### src/rtl/slg46620_cnt0_pkg.sv
// Shared types and helpers for the SLG46620 CNT0 counter engine.
package slg46620_cnt0_pkg;

    typedef enum logic [2:0] {
        Div1     = 3'd0,
        Div2     = 3'd1,
        Div4     = 3'd2,
        Div8     = 3'd3,
        Div12    = 3'd4,
        Div24    = 3'd5,
        Div64    = 3'd6,
        Div_Rsvd = 3'd7
    } cnt_prescale_e;

    typedef enum logic {
        Cnt_Wrap     = 1'b0,
        Cnt_One_Shot = 1'b1
    } cnt_mode_e;

    typedef enum logic [1:0] {
        IDLE = 2'd0,
        RUN  = 2'd1,
        DONE = 2'd2
    } cnt_state_e;

    // The reserved code falls back to an undivided clock enable.
    function automatic logic [6:0] prescale_divisor(input cnt_prescale_e sel);
        logic [6:0] n;
        case (sel)
            Div1:    n = 7'd1;
            Div2:    n = 7'd2;
            Div4:    n = 7'd4;
            Div8:    n = 7'd8;
            Div12:   n = 7'd12;
            Div24:   n = 7'd24;
            Div64:   n = 7'd64;
            default: n = 7'd1;
        endcase
        return n;
    endfunction

endpackage

### src/rtl/cnt_prescaler.sv
// Clock-enable divider: issues tick once every N enabled cycles.
module cnt_prescaler
    import slg46620_cnt0_pkg::*;
(
    input  logic          i_clk,
    input  logic          i_reset_n,
    input  logic          i_clear,
    input  logic          i_enable,
    input  cnt_prescale_e i_select,
    output logic          o_tick
);

    logic [5:0] div_q;
    logic [5:0] div_d;
    logic [6:0] period_q;
    logic [6:0] period_d;
    logic [6:0] period_s;
    logic       tick_s;

    // The divisor is sampled at the start of each period so a new select lands at the wrap.
    always_comb begin
        period_s = period_q;
        div_d    = div_q;
        period_d = period_q;
        if (div_q == 6'd0) begin
            period_s = prescale_divisor(i_select);
        end else begin
            period_s = period_q;
        end
        tick_s = i_enable && !i_clear && ({1'b0, div_q} == (period_s - 7'd1));
        if (i_clear || !i_enable) begin
            div_d    = 6'd0;
            period_d = 7'd1;
        end else if (tick_s) begin
            div_d    = 6'd0;
            period_d = period_s;
        end else begin
            div_d    = div_q + 6'd1;
            period_d = period_s;
        end
    end

    // Divider phase and latched period.
    always_ff @(posedge i_clk) begin
        if (!i_reset_n) begin
            div_q    <= 6'd0;
            period_q <= 7'd1;
        end else begin
            div_q    <= div_d;
            period_q <= period_d;
        end
    end

    assign o_tick = tick_s;

endmodule

### src/rtl/cnt_core.sv
// CNT0 counter engine: prescaled count, wrap/one-shot terminal behaviour, registered outputs.
module cnt_core
    import slg46620_cnt0_pkg::*;
#(
    parameter int BIT_WIDTH = 14
) (
    input  logic                 i_clk,
    input  logic                 i_reset_n,
    input  logic                 i_cnt_reset,
    input  logic                 i_cnt_allow,
    input  logic [BIT_WIDTH-1:0] i_data_from_register,
    input  cnt_prescale_e        i_prescale_select,
    input  cnt_mode_e            i_cnt_mode_select,
    output logic [BIT_WIDTH-1:0] o_counter,
    output logic                 o_terminal,
    output logic                 o_busy
);

    cnt_state_e           state_q;
    logic [BIT_WIDTH-1:0] counter_q;
    logic                 terminal_q;
    logic                 busy_q;
    logic                 tick_s;
    logic                 div_enable_s;

    assign div_enable_s = (state_q == RUN) && i_cnt_allow;

    cnt_prescaler u_prescaler (
        .i_clk     (i_clk),
        .i_reset_n (i_reset_n),
        .i_clear   (!i_cnt_reset),
        .i_enable  (div_enable_s),
        .i_select  (i_prescale_select),
        .o_tick    (tick_s)
    );

    // Control FSM with count and registered output flags; the counter only increments
    // while below data, so it can never overflow.
    always_ff @(posedge i_clk) begin
        if (!i_reset_n || !i_cnt_reset) begin
            state_q    <= IDLE;
            counter_q  <= {BIT_WIDTH{1'b0}};
            terminal_q <= 1'b0;
            busy_q     <= 1'b0;
        end else begin
            terminal_q <= 1'b0;
            case (state_q)
                IDLE: begin
                    if (i_cnt_allow) begin
                        state_q <= RUN;
                        busy_q  <= 1'b1;
                    end else begin
                        busy_q  <= 1'b0;
                    end
                end
                RUN: begin
                    if (!i_cnt_allow) begin
                        state_q <= IDLE;
                        busy_q  <= 1'b0;
                    end else if (tick_s) begin
                        if (counter_q >= i_data_from_register) begin
                            terminal_q <= 1'b1;
                            if (i_cnt_mode_select == Cnt_One_Shot) begin
                                state_q <= DONE;
                                busy_q  <= 1'b0;
                            end else begin
                                counter_q <= {BIT_WIDTH{1'b0}};
                            end
                        end else begin
                            counter_q <= counter_q + {{(BIT_WIDTH-1){1'b0}}, 1'b1};
                        end
                    end else begin
                        busy_q <= 1'b1;
                    end
                end
                DONE: begin
                    busy_q <= 1'b0;
                end
                default: begin
                    state_q <= IDLE;
                    busy_q  <= 1'b0;
                end
            endcase
        end
    end

    assign o_counter  = counter_q;
    assign o_terminal = terminal_q;
    assign o_busy     = busy_q;

endmodule

### config.mk
export PLATFORM = sky130hd
export DESIGN_NAME = cnt_core
export DESIGN_NICKNAME = d
export VERILOG_FILES = /design/src/rtl/slg46620_cnt0_pkg.sv /design/src/rtl/cnt_prescaler.sv /design/src/rtl/cnt_core.sv
export SDC_FILE = /design/constraint.sdc
export NUM_CORES = 1
export LEC_CHECK = 0
export ABC_AREA = 1
export CAP_MARGIN = 0
export CORE_MARGIN = 8
export CORE_UTILIZATION = 30
export DETAILED_ROUTE_END_ITERATION = 16
export HOLD_SLACK_MARGIN = 0.08
export SLEW_MARGIN = 20
export SYNTH_ARGS = -nofsm -noshare
export SYNTH_HDL_FRONTEND = slang
export SYNTH_HIERARCHICAL = 1
export SYNTH_SLANG_ARGS = --single-unit
### constraint.sdc
create_clock -name i_clk -period 3.9 [get_ports i_clk]
set_input_delay 0.975 -clock i_clk [delete_from_list [all_inputs] [get_ports i_clk]]
set_output_delay 0.975 -clock i_clk [all_outputs]
set_load 0.01 [all_outputs]
### Yosys cells after proc, flatten, opt, wreduce, memory -nomap -nowiden

Index checks and enable logic that the tools add are counted.

| storage, ports and cells | value |
|---|---|
| register bits after elaboration | 31 |
| output and inout port bits | 16 |
| word-level logic and storage cells | 64 |

| operators by class | value |
|---|---|
| add/subtract/negate cells | 3 |
| magnitude comparators | 1 |
| equal/unequal tests | 16 |
| muxes and demuxes | 17 |
| bitwise gates (word level) | 5 |
| reduce and logical (&&, ||, !) cells | 16 |

Operators with widths:

| cell | number |
|---|---|
| $pmux W7 S6 | 1 |
| $mux W14 | 2 |
| $add A14 B1 Y14 const B | 1 |
| $ge A14 B14 Y1 | 1 |
| $mux W2 | 5 |
| $eq A3 B3 Y1 const B | 3 |
| $eq A6 B7 Y1 | 1 |
| $mux W7 | 1 |
| $sub A7 B1 Y7 const B | 1 |
| $add A6 B1 Y6 const B | 1 |
| $eq A3 B2 Y1 const B | 2 |
| $logic_not A6 Y1 | 1 |
| $mux W1 | 6 |
| $ne A3 B3 Y1 const B | 2 |
| $pmux W2 S3 | 1 |
| $not A1 Y1 | 5 |
| $reduce_and A5 Y1 | 1 |
| $ne A2 B2 Y1 const B | 2 |
| $ne A4 B3 Y1 const B | 1 |
| $ne A4 B4 Y1 const B | 1 |
| $reduce_and A4 Y1 | 1 |
| $reduce_or A4 Y1 | 1 |
| $eq A3 B1 Y1 const B | 1 |
| $logic_and A1 B1 Y1 | 3 |
| other kinds (10) | 13 |

### Depth between registers and ports, before layout

| depth | value |
|---|---|
| depth after elaboration | 9 |
| mapped depth | 24 |
| mapped depth without buffers | 23 |

### Modules after synthesis

The synthesis kept the hierarchy.

By module, submodules not included:

| module | instances | cells each | area an instance (um2) |
|---|---|---|---|
| cnt_core | 1 | 241 | 1586.5 |
| cnt_prescaler | 1 | 152 | 1009.7 |

### Worst setup path before layout

Ideal clock, no wire load.

| path | value |
|---|---|
| path kind | input-to-reg |
| from | input i_prescale_select[2] |
| to | register counter_q[10], in the netlist o_counter[10] |
| library setup time | 0.114 ns |
| arrival time | 2.950 ns |
| data required time | 3.786 ns |
| path slack | 0.836 ns |
| cell stages on the path | 24 |
| cell sequence | inv_1 -> nand2_1 -> nand2_1 -> nand2_1 -> nand2_4 -> nand2_4 -> ha_1 -> nand2_1 -> nand3_1 -> nor2_1 -> nand2_1 -> nor2_1 -> nand3_1 -> nor2_2 -> nand2_2 -> inv_1 -> nand2_1 -> inv_1 -> nand4_4 -> nand2_2 -> buf_6 -> nand2_1 -> nand2_1 -> nor2_2 |

| on the way | value |
|---|---|
| word-level cells in the longest chain between the ends | 7 |
| elaborated cells between the ends (all ways) | 12 |
| classes of those cells | add/sub: 1; eq/ne: 7; mux: 2; reduce/logical: 2 |

RTL lines:

| item | RTL line | text |
|---|---|---|
| start, declared | cnt_core.sv:12 | `input cnt_prescale_e i_prescale_select,` |
| $eq A3 B3 Y1, or another cell as far along | slg46620_cnt0_pkg.sv:29 | `case (sel)` |
| $pmux W7 S6 * | slg46620_cnt0_pkg.sv:29 |  |
| $mux W7 * | cnt_prescaler.sv:25 | `if (div_q == 6'd0) begin` |
| $sub A7 B1 Y7 * | cnt_prescaler.sv:30 | `tick_s = i_enable && !i_clear && ({1'b0, div_q} == (period_s - 7'd1));` |
| $eq A6 B7 Y1 * | cnt_prescaler.sv:30 |  |
| $logic_and A1 B1 Y1 * | cnt_prescaler.sv:30 |  |
| net tick_s | cnt_core.sv:23 | `logic tick_s;` |
| $reduce_and A4 Y1 (no source line) * | -- |  |
| end signal, assigned | cnt_core.sv:42 | `counter_q <= {BIT_WIDTH{1'b0}};` |
| end signal, assigned | cnt_core.sv:67 | `counter_q <= {BIT_WIDTH{1'b0}};` |
| end signal, assigned | cnt_core.sv:70 | `counter_q <= counter_q + {{(BIT_WIDTH-1){1'b0}}, 1'b1};` |
| end, declared | cnt_core.sv:20 | `logic [BIT_WIDTH-1:0] counter_q;` |

Mark *: on every way through the listed nets, which the timed path passes. The rest lies on a longest branch.
A chain may end at the register's enable or synchronous reset.

### Worst setup path after layout

| path | value |
|---|---|
| from | input i_prescale_select[2] |
| to | register counter_q[0], in the netlist o_counter[0] |

Same word-level chain as after synthesis.

==> results.cfg <==
[final_layout]
syn_to_final_growth_pct = 21.5
drive_above_1_share_pct = 17.9
layout_common_cells = nand2_1, inv_1, nor2_1
antennaDiodeCount = 0
design_area_um2 = 3150
layout_commonest_cell = nand2_1
finalNonFillerCells = 543
nets = 474

[floorplanning]
core_area_um2 = 8550
io_pins = 38
initial_utilization_pct = 30.4
fp.dieH_um = 109
dieWidth_um = 109
die_area_um2 = 11900
rows = 34

[global_route]
grt_start_max_net_pins = 16
grt_remaining_overflow = 0
grt_use_total_pct = 10.9
grt_pass1_wl_um = 10500
antenna_found_initial = 0
grt_pass1_vias = 2351

[clocking]
cts_hold_buf = 0
numCtsBuffers = 5
htree_levels = 2
cts_resized = 0
cts_num_sinks = 31
clock_latency_ps = 280
path_clk_slew_ps = 60
clock_path_buffers = 2
cts_tree = yes
root_buffer = clkbuf_8
post_cts_buffers = 0

[synthesis]
seq_area_frac_synth_pct = 23.9
synth_area_leaders = dfxtp_1, nand2_1, ha_1
syn_area_um2 = 2600
syn_area_per_cell_um2 = 6.61
ys_types = 32
synth_top_area_cell = dfxtp_1
synth_seq_cells = 31
yosysWarnings = 6
syn_nets = 433
yosysTopAreaCellShare_pct = 23.9
netlist_instances = 393

[worst_setup_path]
timing.rr.start = u_prescaler/div_q[0]$_SDFF_PP0_
reg2reg_depth = 23
critical_path_class = in2reg
worst_setup_path_end_kind = flip-flop
cp_max_fo = 11
crit_path_start_kind = primary input
crit_start = i_prescale_select[2]
crit_required_ps = 4070
critPathArrivalTime_ps = 3710

[placement]
dp.cells = 535
globalplace.congestion = 0.818
place_ws_ps = 11.8
hpwl_um = 4940
dpl_cell_area_um2 = 3070
io_buffers = 37

[routing]
num_vias = 2456
routed_wl_um = 6090
via_per_inst = 4.52
ant_nets = 0
drt_iter0_drc = 125
drt_first_pass_iters = 4
wl_per_cell_um = 11.2
drcViolationCount = 0

[timing]
worst_slew_pin_slew_ps = 444
fin_ws_ps = 363
rsz0062_at_grt = false
holdWs_ps = 469
timing.final.crit_share_pct = 90.7
fmax_mhz = 283
hold_violations = 0
setup_tns_ps = 0
period_needed_ps = 3540
relSlewSlack_pct = 70.4
finalSetupViolCount = 0
finalMaxSlewViolations = 0
clock_skew_ps = 6.93

[status]
status = finished, final reports clean

[min_path]
hold_path.class = reg2reg
whs_path_depth = 1
hp-start = u_prescaler/div_q[0]$_SDFF_PP0_

[power_and_ir_drop]
powerDensity_nw_per_um2 = 207
irDropWorstVdd_mv = 0.110
p_leak_nw = 1.42

[job]
drv_cap = 0
-- worst max-delay path, cell delays in order --
cell and delay [ps]:
clkdlybuf4s50_1 520, nand2_1 120, nand2_1 70, nand2_1 80
nand2_4 80, nand2_4 60, ha_1 310, nand2_1 70
nand3_1 60, nor2_1 90, nand2_1 60, nor2_1 80
nand3_1 90, nor2_2 90, nand2_2 80, inv_1 130
nand2_1 70, inv_1 90, nand4_4 120, nand2_4 160
inv_2 110, nor2_1 130, nor2_1 60
-- state kept, by name, indices dropped and copies added, names as in the netlist --
signal	count
o_counter	14
u_prescaler/period_q	7
u_prescaler/div_q	6
state_q	2
o_busy	1
o_terminal	1
-- report_power, final --
group | switching [mW] | leakage, nW | internal (mW)
Combinational | 0.0525 | 1.13 | 0.0431
Clock | 0.113 | 0.0422 | 0.125
Sequential | 0.000837 | 0.250 | 0.318
Total | 0.167 | 1.42 | 0.486
-- synth_stat cells, drive strengths merged --
cell	count
a21oi	12
a31o	1
buf	4
clkbuf	1
clkinv	1
dfxtp	31
ha	18
inv	65
nand2	116
nand3	37
nand3b	1
nand4	6
nor2	72
nor3	11
nor4	1
o21ai	4
o21bai	1
xnor2	2
xor2	9
-- layout make-up --
cell class,instances,area [um^2]
clock buffers,7,76.3
clock inverters,1,5.00
fillers,898,5400
inverters,66,248
multi-input cells,291,1680
flip-flops and latches,31,621
well taps,108,135
repair buffers,39,385
-- path summary, 6_finish.rpt --
kind | to | slack (ps)
max | o_counter[0]$_SDFFE_PP0P_ | 360
min | u_prescaler/div_q[0]$_SDFF_PP0_ | 470
max reg2reg | o_counter[0]$_SDFFE_PP0P_ | 820
min reg2reg | u_prescaler/div_q[0]$_SDFF_PP0_ | 470
-- metal layers --
layer | track usage, % | part of all wire [%]
met1 | 12.1 | 44
met2 | 20.4 | 51
met3 | 2.84 | 4.1
met4 | 2.05 | 0.84
met5 | 0 | 0
-- cells by family after synthesis --
family          Yosys count  share of synthesized area, %
buf+inv                  71                          11.4
compound gates           18                          4.72
xor+xnor                 11                          3.71
simple gates            244                          47.6
fa+ha+maj                18                          8.67
flops                    31                          23.9
-- through the flow --
step / total power [mW] / utilization, %
2_1_floorplan: 0.385 / -
3_3_place_gp: 0.420 / 35.9
3_5_place_dp: 0.422 / 35.9
4_1_cts: 0.667 / 36.8
5_1_grt: 0.697 / 36.9
6_report: 0.652 / 36.9
Note: power is estimated with default switching activity, not from simulation.
